### src/rtl/tone_pkg.sv
// Shared note enum, FSM state type and note period table for the tone detector.
package tone_pkg;

  typedef enum logic [2:0] {
    NOTE_C4, NOTE_D4, NOTE_E4, NOTE_F4, NOTE_G4, NOTE_A4, NOTE_B4, NOTE_C5
  } note_e;

  typedef enum logic [1:0] {
    ST_IDLE, ST_MEASURE, ST_LOCKED
  } state_e;

  localparam int NUM_NOTES = 8;

  // Period in clock cycles of note idx, rounded to nearest; frequencies held in centi-hertz.
  function automatic logic [31:0] note_period(input longint unsigned clk_hz,
                                              input int unsigned idx);
    longint unsigned f;
    case (idx)
      0:       f = 64'd26163;
      1:       f = 64'd29366;
      2:       f = 64'd32963;
      3:       f = 64'd34923;
      4:       f = 64'd39200;
      5:       f = 64'd44000;
      6:       f = 64'd49388;
      default: f = 64'd52325;
    endcase
    return 32'((clk_hz * 64'd100 + f / 64'd2) / f);
  endfunction

endpackage

### src/rtl/tone_period_match.sv
// Combinational comparator of a measured period against the eight note windows.
module tone_period_match
  import tone_pkg::*;
#(
  parameter int unsigned CLK_HZ    = 100_000_000,
  parameter int          CNT_W     = 20,
  parameter int          TOL_SHIFT = 6
) (
  input  logic [CNT_W-1:0] count,
  output logic             match,
  output note_e            k
);

  logic [31:0]          cnt_ext;
  logic [NUM_NOTES-1:0] hit;

  assign cnt_ext = 32'(count);

  // Windows are disjoint for the default table, so at most one bit of hit is set.
  for (genvar i = 0; i < NUM_NOTES; i++) begin : g_win
    localparam logic [31:0] P   = note_period(64'(CLK_HZ), 32'(i));
    localparam logic [31:0] TOL = P >> TOL_SHIFT;
    logic [31:0] diff;
    assign diff   = (cnt_ext >= P) ? (cnt_ext - P) : (P - cnt_ext);
    assign hit[i] = (diff <= TOL);
  end

  always_comb begin
    match = |hit;
    k     = NOTE_C4;
    for (int i = 0; i < NUM_NOTES; i++) begin
      if (hit[i]) k = note_e'(3'(i));
    end
  end

endmodule

### src/rtl/tone_detector.sv
// Measures the rising-edge period of tone_in and locks onto one of the notes C4..C5.
// Define TONE_DET_DUTY_EN to add the high_time output (high cycles of the last period).
module tone_detector
  import tone_pkg::*;
#(
  parameter int unsigned CLK_HZ    = 100_000_000,
  parameter int          CNT_W     = 20,
  parameter int          MATCH_N   = 3,
  parameter int          TOL_SHIFT = 6
) (
  input  logic             clk,
  input  logic             reset,
  input  logic             tone_in,
  output logic             note_valid,
  output logic [2:0]       note_idx,
  output logic             note_change,
  output logic [CNT_W-1:0] period
`ifdef TONE_DET_DUTY_EN
  ,
  output logic [CNT_W-1:0] high_time
`endif
);

  localparam int               MC_W    = $clog2(MATCH_N + 1);
  localparam logic [CNT_W-1:0] CNT_MAX = '1;
  localparam logic [MC_W-1:0]  MC_LOCK = MC_W'(MATCH_N);

  state_e           state, state_next;
  logic             sync1, sync2, sync_prev, rise;
  logic [CNT_W-1:0] count, period_q;
  logic [MC_W-1:0]  match_cnt, match_cnt_next;
  note_e            last_k, note_q, k;
  logic             match, timeout, edge_ev, lock_ev, change_q;

  always_ff @(posedge clk or posedge reset) begin
    if (reset) begin
      sync1     <= 1'b0;
      sync2     <= 1'b0;
      sync_prev <= 1'b0;
    end else begin
      sync1     <= tone_in;
      sync2     <= sync1;
      sync_prev <= sync2;
    end
  end

  assign rise = sync2 & ~sync_prev;

  tone_period_match #(
    .CLK_HZ   (CLK_HZ),
    .CNT_W    (CNT_W),
    .TOL_SHIFT(TOL_SHIFT)
  ) u_match (
    .count(count),
    .match(match),
    .k    (k)
  );

  assign timeout = (state != ST_IDLE) && (count == CNT_MAX);
  assign edge_ev = rise && (state != ST_IDLE) && !timeout;

  // Consecutive matches of the same note count up and saturate at the lock threshold.
  always_comb begin
    match_cnt_next = '0;
    if (match) begin
      if ((k == last_k) && (match_cnt != '0))
        match_cnt_next = (match_cnt >= MC_LOCK) ? MC_LOCK : match_cnt + MC_W'(1);
      else
        match_cnt_next = MC_W'(1);
    end
  end

  assign lock_ev = edge_ev && match && (match_cnt_next == MC_LOCK) &&
                   ((state == ST_MEASURE) || (k != note_q));

  always_ff @(posedge clk or posedge reset) begin
    if (reset) state <= ST_IDLE;
    else       state <= state_next;
  end

  // A matching period for another note drops the lock until that note has repeated enough.
  always_comb begin
    state_next = state;
    case (state)
      ST_IDLE:    if (rise) state_next = ST_MEASURE;
      ST_MEASURE: begin
        if (timeout)      state_next = ST_IDLE;
        else if (lock_ev) state_next = ST_LOCKED;
      end
      ST_LOCKED: begin
        if (timeout) state_next = ST_IDLE;
        else if (edge_ev && !lock_ev && (!match || (k != note_q))) state_next = ST_MEASURE;
      end
      default:    state_next = ST_IDLE;
    endcase
  end

  always_comb begin
    note_valid  = (state == ST_LOCKED);
    note_idx    = note_q;
    note_change = change_q;
    period      = period_q;
  end

  always_ff @(posedge clk or posedge reset) begin
    if (reset) begin
      count     <= '0;
      match_cnt <= '0;
      last_k    <= NOTE_C4;
      note_q    <= NOTE_C4;
      change_q  <= 1'b0;
      period_q  <= '0;
    end else begin
      change_q <= lock_ev;
      if (state == ST_IDLE) begin
        match_cnt <= '0;
        if (rise) count <= CNT_W'(1);
      end else if (timeout) begin
        count     <= '0;
        match_cnt <= '0;
      end else if (rise) begin
        period_q  <= count;
        count     <= CNT_W'(1);
        match_cnt <= match_cnt_next;
        if (match)   last_k <= k;
        if (lock_ev) note_q <= k;
      end else begin
        count <= count + 1'b1;
      end
    end
  end

`ifdef TONE_DET_DUTY_EN
  logic [CNT_W-1:0] high_cnt;

  // The rise cycle itself is high, so a new period starts counting at one.
  always_ff @(posedge clk or posedge reset) begin
    if (reset) begin
      high_cnt  <= '0;
      high_time <= '0;
    end else if (rise) begin
      if (edge_ev) high_time <= high_cnt;
      high_cnt <= CNT_W'(1);
    end else if (sync2 && (high_cnt != CNT_MAX)) begin
      high_cnt <= high_cnt + 1'b1;
    end
  end
`endif

endmodule
### config.mk
export PLATFORM = sky130hd
export DESIGN_NAME = tone_detector
export DESIGN_NICKNAME = d
export VERILOG_FILES = /design/src/rtl/tone_pkg.sv /design/src/rtl/tone_period_match.sv /design/src/rtl/tone_detector.sv
export SDC_FILE = /design/constraint.sdc
export NUM_CORES = 1
export LEC_CHECK = 0
export BUFFER_PORTS_ARGS = -buffer_cell sky130_fd_sc_hd__clkbuf_2
export CORE_MARGIN = 3
export CORE_UTILIZATION = 30
export DETAILED_ROUTE_END_ITERATION = 6
export PLACE_DENSITY_LB_ADDON = 0.12
export SLEW_MARGIN = 5
export SYNTH_ARGS = -nofsm -noshare
export SYNTH_HDL_FRONTEND = slang
export SYNTH_SLANG_ARGS = --single-unit
### constraint.sdc
create_clock -name clk -period 5.4 [get_ports clk]
set_input_delay 0 -clock clk [delete_from_list [all_inputs] [get_ports clk]]
set_output_delay 0 -clock clk [all_outputs]
set_load 0.005 [all_outputs]
# Word-level counts from Yosys, hierarchy flattened
# Index checks and enable logic that the tools add are counted.
# W data, S select, Z words.
dict set report totals {
  register_bits 54
  output_inout_bits 25
  word_cells 112
}
dict set report op_classes {
  addsub 18
  n_lt_le_gt_ge 17
  eq_ne 9
  mux 31
  bitwise_logic 4
  n_reduce_logical 23
}
# cell count
set ops {}
lappend ops {{$mux W32} 8}
lappend ops {{$le A32 B12 Y1 const B} 4}
lappend ops {{$le A32 B13 Y1 const B} 4}
lappend ops {{$sub A18 B20 Y21 const A} 4}
lappend ops {{$sub A19 B20 Y21 const A} 4}
lappend ops {{$sub A20 B18 Y21 const B} 4}
lappend ops {{$sub A20 B19 Y21 const B} 4}
lappend ops {{$ge A20 B18 Y1 const B} 4}
lappend ops {{$ge A20 B19 Y1 const B} 4}
lappend ops {{$mux W20} 4}
lappend ops {{$mux W2} 13}
lappend ops {{$add A20 B1 Y20 const B} 1}
lappend ops {{$eq A20 B20 Y1 const B} 1}
lappend ops {{$mux W3} 4}
lappend ops {{$logic_and A1 B1 Y1} 9}
lappend ops {{$reduce_and A4 Y1} 2}
lappend ops {{$reduce_or A8 Y1} 1}
lappend ops {{$pmux W2 S3} 1}
lappend ops {{$reduce_and A3 Y1} 2}
lappend ops {{$eq A2 B2 Y1 const B} 2}
lappend ops {{$reduce_bool A2 Y1} 2}
lappend ops {{$eq A3 B3 Y1} 1}
lappend ops {{$logic_not A1 Y1} 3}
lappend ops {{$ne A3 B1 Y1 const B} 1}
lappend ops {{other kinds (12)} 15}

# Depth between registers and ports, before layout
dict set report depth {
  ltp_word 23
  ltp_mapped 21
  depth_no_buf 15
}

# Cells and area by module
# Synthesis repeated with hierarchy kept, for this count alone.
dict set report unflattened {
  cells_unflattened 1369
  area_unflattened_um2 9609.2
}
# mod instances cells_each area_per_inst_um2 seq_area_each_um2
set modules_own_cells {}
lappend modules_own_cells {tone_period_match 1 1136 7009.2 0.0}
lappend modules_own_cells {tone_detector 1 233 2600.0 1351.3}

# Worst setup path after synthesis
# No wires, ideal clock.
dict set report synth_timing {
  path_kind {flip-flop to flip-flop}
  startpoint {register count[4]}
  endpoint {register note_q[2], in the netlist note_idx[2]}
  setup_time_ns 0.125
  t_arrival_ns 4.578
  required_time_ns 5.275
  slack_ns 0.697
  path_stages_with_launch 18
  n_path_buf 3
  path_cell_list {dfrtp_1 clkbuf_1 inv_1 clkbuf_1 ha_1 clkbuf_1 a2111oi_4 o31a_4 o21ai_2 mux2i_1 mux2i_1 or4_4 nor4_4 nor3_2 xnor2_1 nor3_4 o2111a_2 mux2_4}
}
dict set report synth_via {
  elab_chain_cells 18
  word_cells_on_any_way 64
  classes_between {add/sub: 16; order compare: 16; eq/ne: 4; mux: 17; bitwise: 1; reduce/logical: 10}
}
# item line_no
set synth_rtl {}
lappend synth_rtl {{start: declaration} tone_detector.sv:30} ;# logic [CNT_W-1:0] count, period_q;
lappend synth_rtl {{start signal: assignment} tone_detector.sv:128} ;# count <= count + 1'b1;
lappend synth_rtl {{$sub A19 B20 Y21, or another cell as far along} tone_period_match.sv:24} ;# assign diff = (cnt_ext >= P) ? (cnt_ext - P) : (P - cnt_ext);
lappend synth_rtl {{$mux W32} tone_period_match.sv:24}
lappend synth_rtl {{$le A32 B13 Y1} tone_period_match.sv:25} ;# assign hit[i] = (diff <= TOL);
lappend synth_rtl {{$mux W1} tone_period_match.sv:32} ;# if (hit[i]) k = note_e'(3'(i));
lappend synth_rtl {{$mux W2 (2 in series)} tone_period_match.sv:32}
lappend synth_rtl {{$mux W3 (4 in series)} tone_period_match.sv:32}
lappend synth_rtl {{$eq A3 B3 Y1} tone_detector.sv:66} ;# if ((k == last_k) && (match_cnt != '0))
lappend synth_rtl {{$logic_and A1 B1 Y1} tone_detector.sv:66}
lappend synth_rtl {{$mux W2} tone_detector.sv:66}
lappend synth_rtl {{$mux W2} tone_detector.sv:65} ;# if (match) begin
lappend synth_rtl {{$eq A2 B2 Y1} tone_detector.sv:73} ;# assign lock_ev = edge_ev && match && (match_cnt_next == MC_LOCK) &&
lappend synth_rtl {{$logic_and A1 B1 Y1} tone_detector.sv:73}
lappend synth_rtl {{$logic_and A1 B1 Y1 *} tone_detector.sv:73}
lappend synth_rtl {{net lock_ev} tone_detector.sv:33} ;# logic match, timeout, edge_ev, lock_ev, change_q;
lappend synth_rtl {{$reduce_and A4 Y1 (no source line) *} -}
lappend synth_rtl {{end signal: assignment} tone_detector.sv:126} ;# if (lock_ev) note_q <= k;
lappend synth_rtl {{end: declaration} tone_detector.sv:32} ;# note_e last_k, note_q, k;
# The timed path passes the listed nets; every way through them passes the cells marked *.
# A chain may end at the register's enable or synchronous reset.

# Worst setup path in the final report
dict set report layout_timing {
  startpoint {register count[7]}
  endpoint {register note_q[2], in the netlist note_idx[2]}
}
# The elaborated chain is that of the path after synthesis.

==> key figures <==
Critical path
  • R2R Path End: note_idx[2]
  • Worst Path Arrival: between 5000 and 6000 ps
  • R2r setup slk: about 200 ps
  • Crit Path Category: register to register
  • Crit. End Element: register
  • Critical path fanouts, max: 19
  • CP startpoint kind: register
  • Reg2Reg Depth: 14
  • RR Startpoint: count[7]
  • Required time worst endpoint: between 5000 and 6000 ps

GRT
  • GR peak layer: met2
  • Met3 GRT Util: 2.586%
  • Total track usage: 27.11%
  • Vias in the first global route: about 11k
  • Met2 usage: a little under half
  • Largest net degree at the start of global routing: between 50 and 60
  • Antenna violations before repair: 1
  • Met1 usage: ~36%
  • First-pass GRT wire length: ~74 mm
  • GRT Residual Overflow: 0

Floorplan
  • Die width: 187.2 um
  • Area of the core: between 30,000 and 40,000 um2
  • Die ar.: roughly 35,000 um2
  • Cell Rows: 65
  • Effective utilization at floorplan: 30.82%
  • IO Pins: 28
  • Die height: 187.2 um

Finish
  • Finished Layout Cells: ~1.8k
  • Diodes inserted: 0
  • Area added between synthesis and finish: 12.43%
  • Final core occ: between 30% and 40%
  • Layout cells sized above 1: between 10% and 20%
  • Filler instances: roughly 3.5k
  • Fin nets: around 1.4k
  • Final Cell Area: ~11,000 um2

Place
  • DP Cell Count: around 1.8k
  • Final Wtd Congestion: a little under 1
  • I/O Buffers: 27
  • Cell Area, Placed: around 11,000 um2
  • HPWL after DPL: 37.36 mm

Synth
  • Number of synthesized flops with an enable pin: 0
  • Post-synth top area cell: dfrtp_1
  • Seq/Total Area, Yosys: a little over an eighth
  • Distinct cell type count after synthesis: about 110
  • Syn Inst Count: between 1k and 1.5k
  • Mapped Nets: roughly 1.4k
  • Synth Flop Type: dfrtp_1
  • Area share of the largest cell type after synthesis: 13.72%
  • Most frequent cells after synthesis: nand2_1, nor2_1, a21oi_1
  • Syn Area/Cell: slightly above 7 um2
  • Synth Warn #: 0
  • #FFs+latches synth: 54
  • Asr flop ratio synth: 100.0%
  • Synth area leaders: dfrtp_1, xnor2_1, a21oi_1
  • Post-Syn Area: a little under 10,000 um2
  • Most numerous cell in the Yosys netlist: nand2_1

Drt
  • Vias: about 12k
  • Post-DRT Antenna Nets: 0
  • Residual DRC count: 0
  • Via density: 6.251
  • WL/cell: approximately 26 um
  • DR iter-0 viols: approximately 1.2k
  • Drt total wl: approximately 49 mm
  • Pre-antenna DRT Iters: 5

Timing
  • Crit share post-route: about 96%
  • Final Max Tran Viols: 0
  • Final hold vios: 0
  • Endpoints failing setup: 0
  • Setup TNS Final: 0 ps
  • RSZ-0062 raised after global routing: no
  • Fmax: about 190 MHz
  • Final Critical Period: between 5000 and 6000 ps
  • Slew @ Worst Pin: roughly 950 ps
  • Clock Skew: approximately 11 ps
  • Relative slew margins: 36.09%

CTS
  • Root Driver: clkbuf_16
  • Maximum root-to-sink buffer count: 2
  • Total CTS buffers: 5
  • H-tree Lvls: 2
  • Post-CTS setup buffer count: 0
  • Clk Latency, worst-skew pair: about 310 ps
  • CTS tree: yes
  • CTS Sinks: 54
  • Clk slew on worst S/H paths: approximately 70 ps

Power
  • Psw: roughly 0.9 mW
  • Switch share: between 40% and 50%
  • Logic gate share of total power: between 50% and 60%
  • Flop pwr share: between 20% and 30%
  • Leak Pwr: 4.386 nW
  • Pint: 1.023 mW
  • Maximum vdd ir drop: around 0.00011 V
  • Clock Power Share: between 10% and 20%
  • PwrDens: about 170 nW/um2

Job
  • Max-cap violation count: 0

Worst hold path
  • Hold WC Path Type: input port to register
  • Hold Path Stages: 2
  • Hold path startpoint: tone_in
  • Hold Path End: sync1

Status
  • Status: finished, final reports clean
stage by stage:
step	hold slack [ps]	total power, mW	setup WS [ps]
global route	347.5	2.032	80.11
detailed placement	113.2	1.525	323.2
global placement	114.0	1.532	351.4
finish	338.7	1.918	204.6
CTS	341.1	1.909	287.7
floorplan	31.43	1.125	696.7
placed cells by master, fill, tap and decap left out, types with 19 or more instances in the layout:
cell type  count
dfrtp_1       50
o31ai_1       20
o21ai_0      106
or3_1         20
xnor2_1       86
nand3_1       40
nor2_1       120
nand2b_1      19
nor3_1        42
a31oi_1       37
nand2_1      121
mux2_2        25
o22ai_1       19
mux2i_1       37
a211oi_1      19
inv_1         19
nor2b_1       23
buf_4        106
a21oi_1      116
nand4_1       20
clkbuf_2      27
critical path: stages (launching register included):
cell	delay, ps
dfrtp_1	880
buf_4	380
and2_1	500
nand3_1	330
o41ai_4	510
a211oi_1	140
or3_1	350
o211ai_1	90
nand4b_1	230
o22ai_1	150
or3_1	430
nor4_1	430
nor2b_2	170
o2111a_2	200
mux2_4	300
kinds of logic (layout without fill, tap and decap cells):
group / Yosys count / after routing / synth area share (%)
AND/OR/NAND/NOR: 514 / 514 / 27.24
AO/OA/AOI/OAI: 489 / 489 / 33.95
buffers and inverters: 156 / 176 / 6.896
XOR/XNOR: 98 / 98 / 8.712
multiplexers: 65 / 65 / 7.226
flip-flops: 54 / 54 / 13.72
adder cells (fa/ha/maj): 18 / 18 / 2.261
layout make-up:
class / instances / area, um2 / area share, %
tap: 435 / 544.3 / 4.914
sequential: 54 / 1359 / 12.27
inverter: 27 / 103.9 / 0.9375
multi-input combinational: 1184 / 7836 / 70.74
clock inverter: 1 / 30.03 / 0.2711
timing repair buffer: 141 / 1071 / 9.669
clock buffer: 7 / 132.6 / 1.197
power by group through the flow:
stage | clock network, mW | logic (mW) | registers (mW)
3_3_place_gp | 0 | 1.06 | 0.467
4_1_cts | 0.388 | 1.06 | 0.459
6_report | 0.377 | 1.08 | 0.460
2_1_floorplan | 0 | 0.661 | 0.464
5_1_grt | 0.401 | 1.16 | 0.467
3_5_place_dp | 0 | 1.06 | 0.468
registers in the layout, indices dropped and copies added (netlist names):
| name | count |
|---|---|
| sync1 | 1 |
| state | 2 |
| note_change | 1 |
| count | 20 |
| period | 20 |
| sync_prev | 1 |
| note_idx | 3 |
| match_cnt | 2 |
| sync2 | 1 |
| last_k | 3 |
timing repair:
| item | in CTS | in global routing |
|---|---|---|
| endpoints found under the hold margin | 55 | 0 |
| setup endpoints to repair | 0 | 3 |
| hold buffers | 2 | 0 |
| resized for setup | 0 | 2 |
routing by layer:
metal  up-vias  wire [um]  share of wire (%)
met5         -          0                  0
met4         0       1873                3.8
met3       105       3346                6.9
met2       559      22900                 47
met1      5658      20630                 42
li1       5237          -                  -
how the worst max path moves through the flow:
stage | startpoint | to | depth (start not counted) | slack [ps]
global placement | count[8] | note_idx[2] | 14 | 350
CTS | count[8] | note_idx[2] | 14 | 290
global route | count[7] | note_idx[2] | 14 | 80
detailed placement | count[8] | note_idx[2] | 14 | 320
finish | count[7] | note_idx[2] | 14 | 200
floorplan | count[4] | note_idx[2] | 17 | 700
Power figures use the tool's default switching activity.
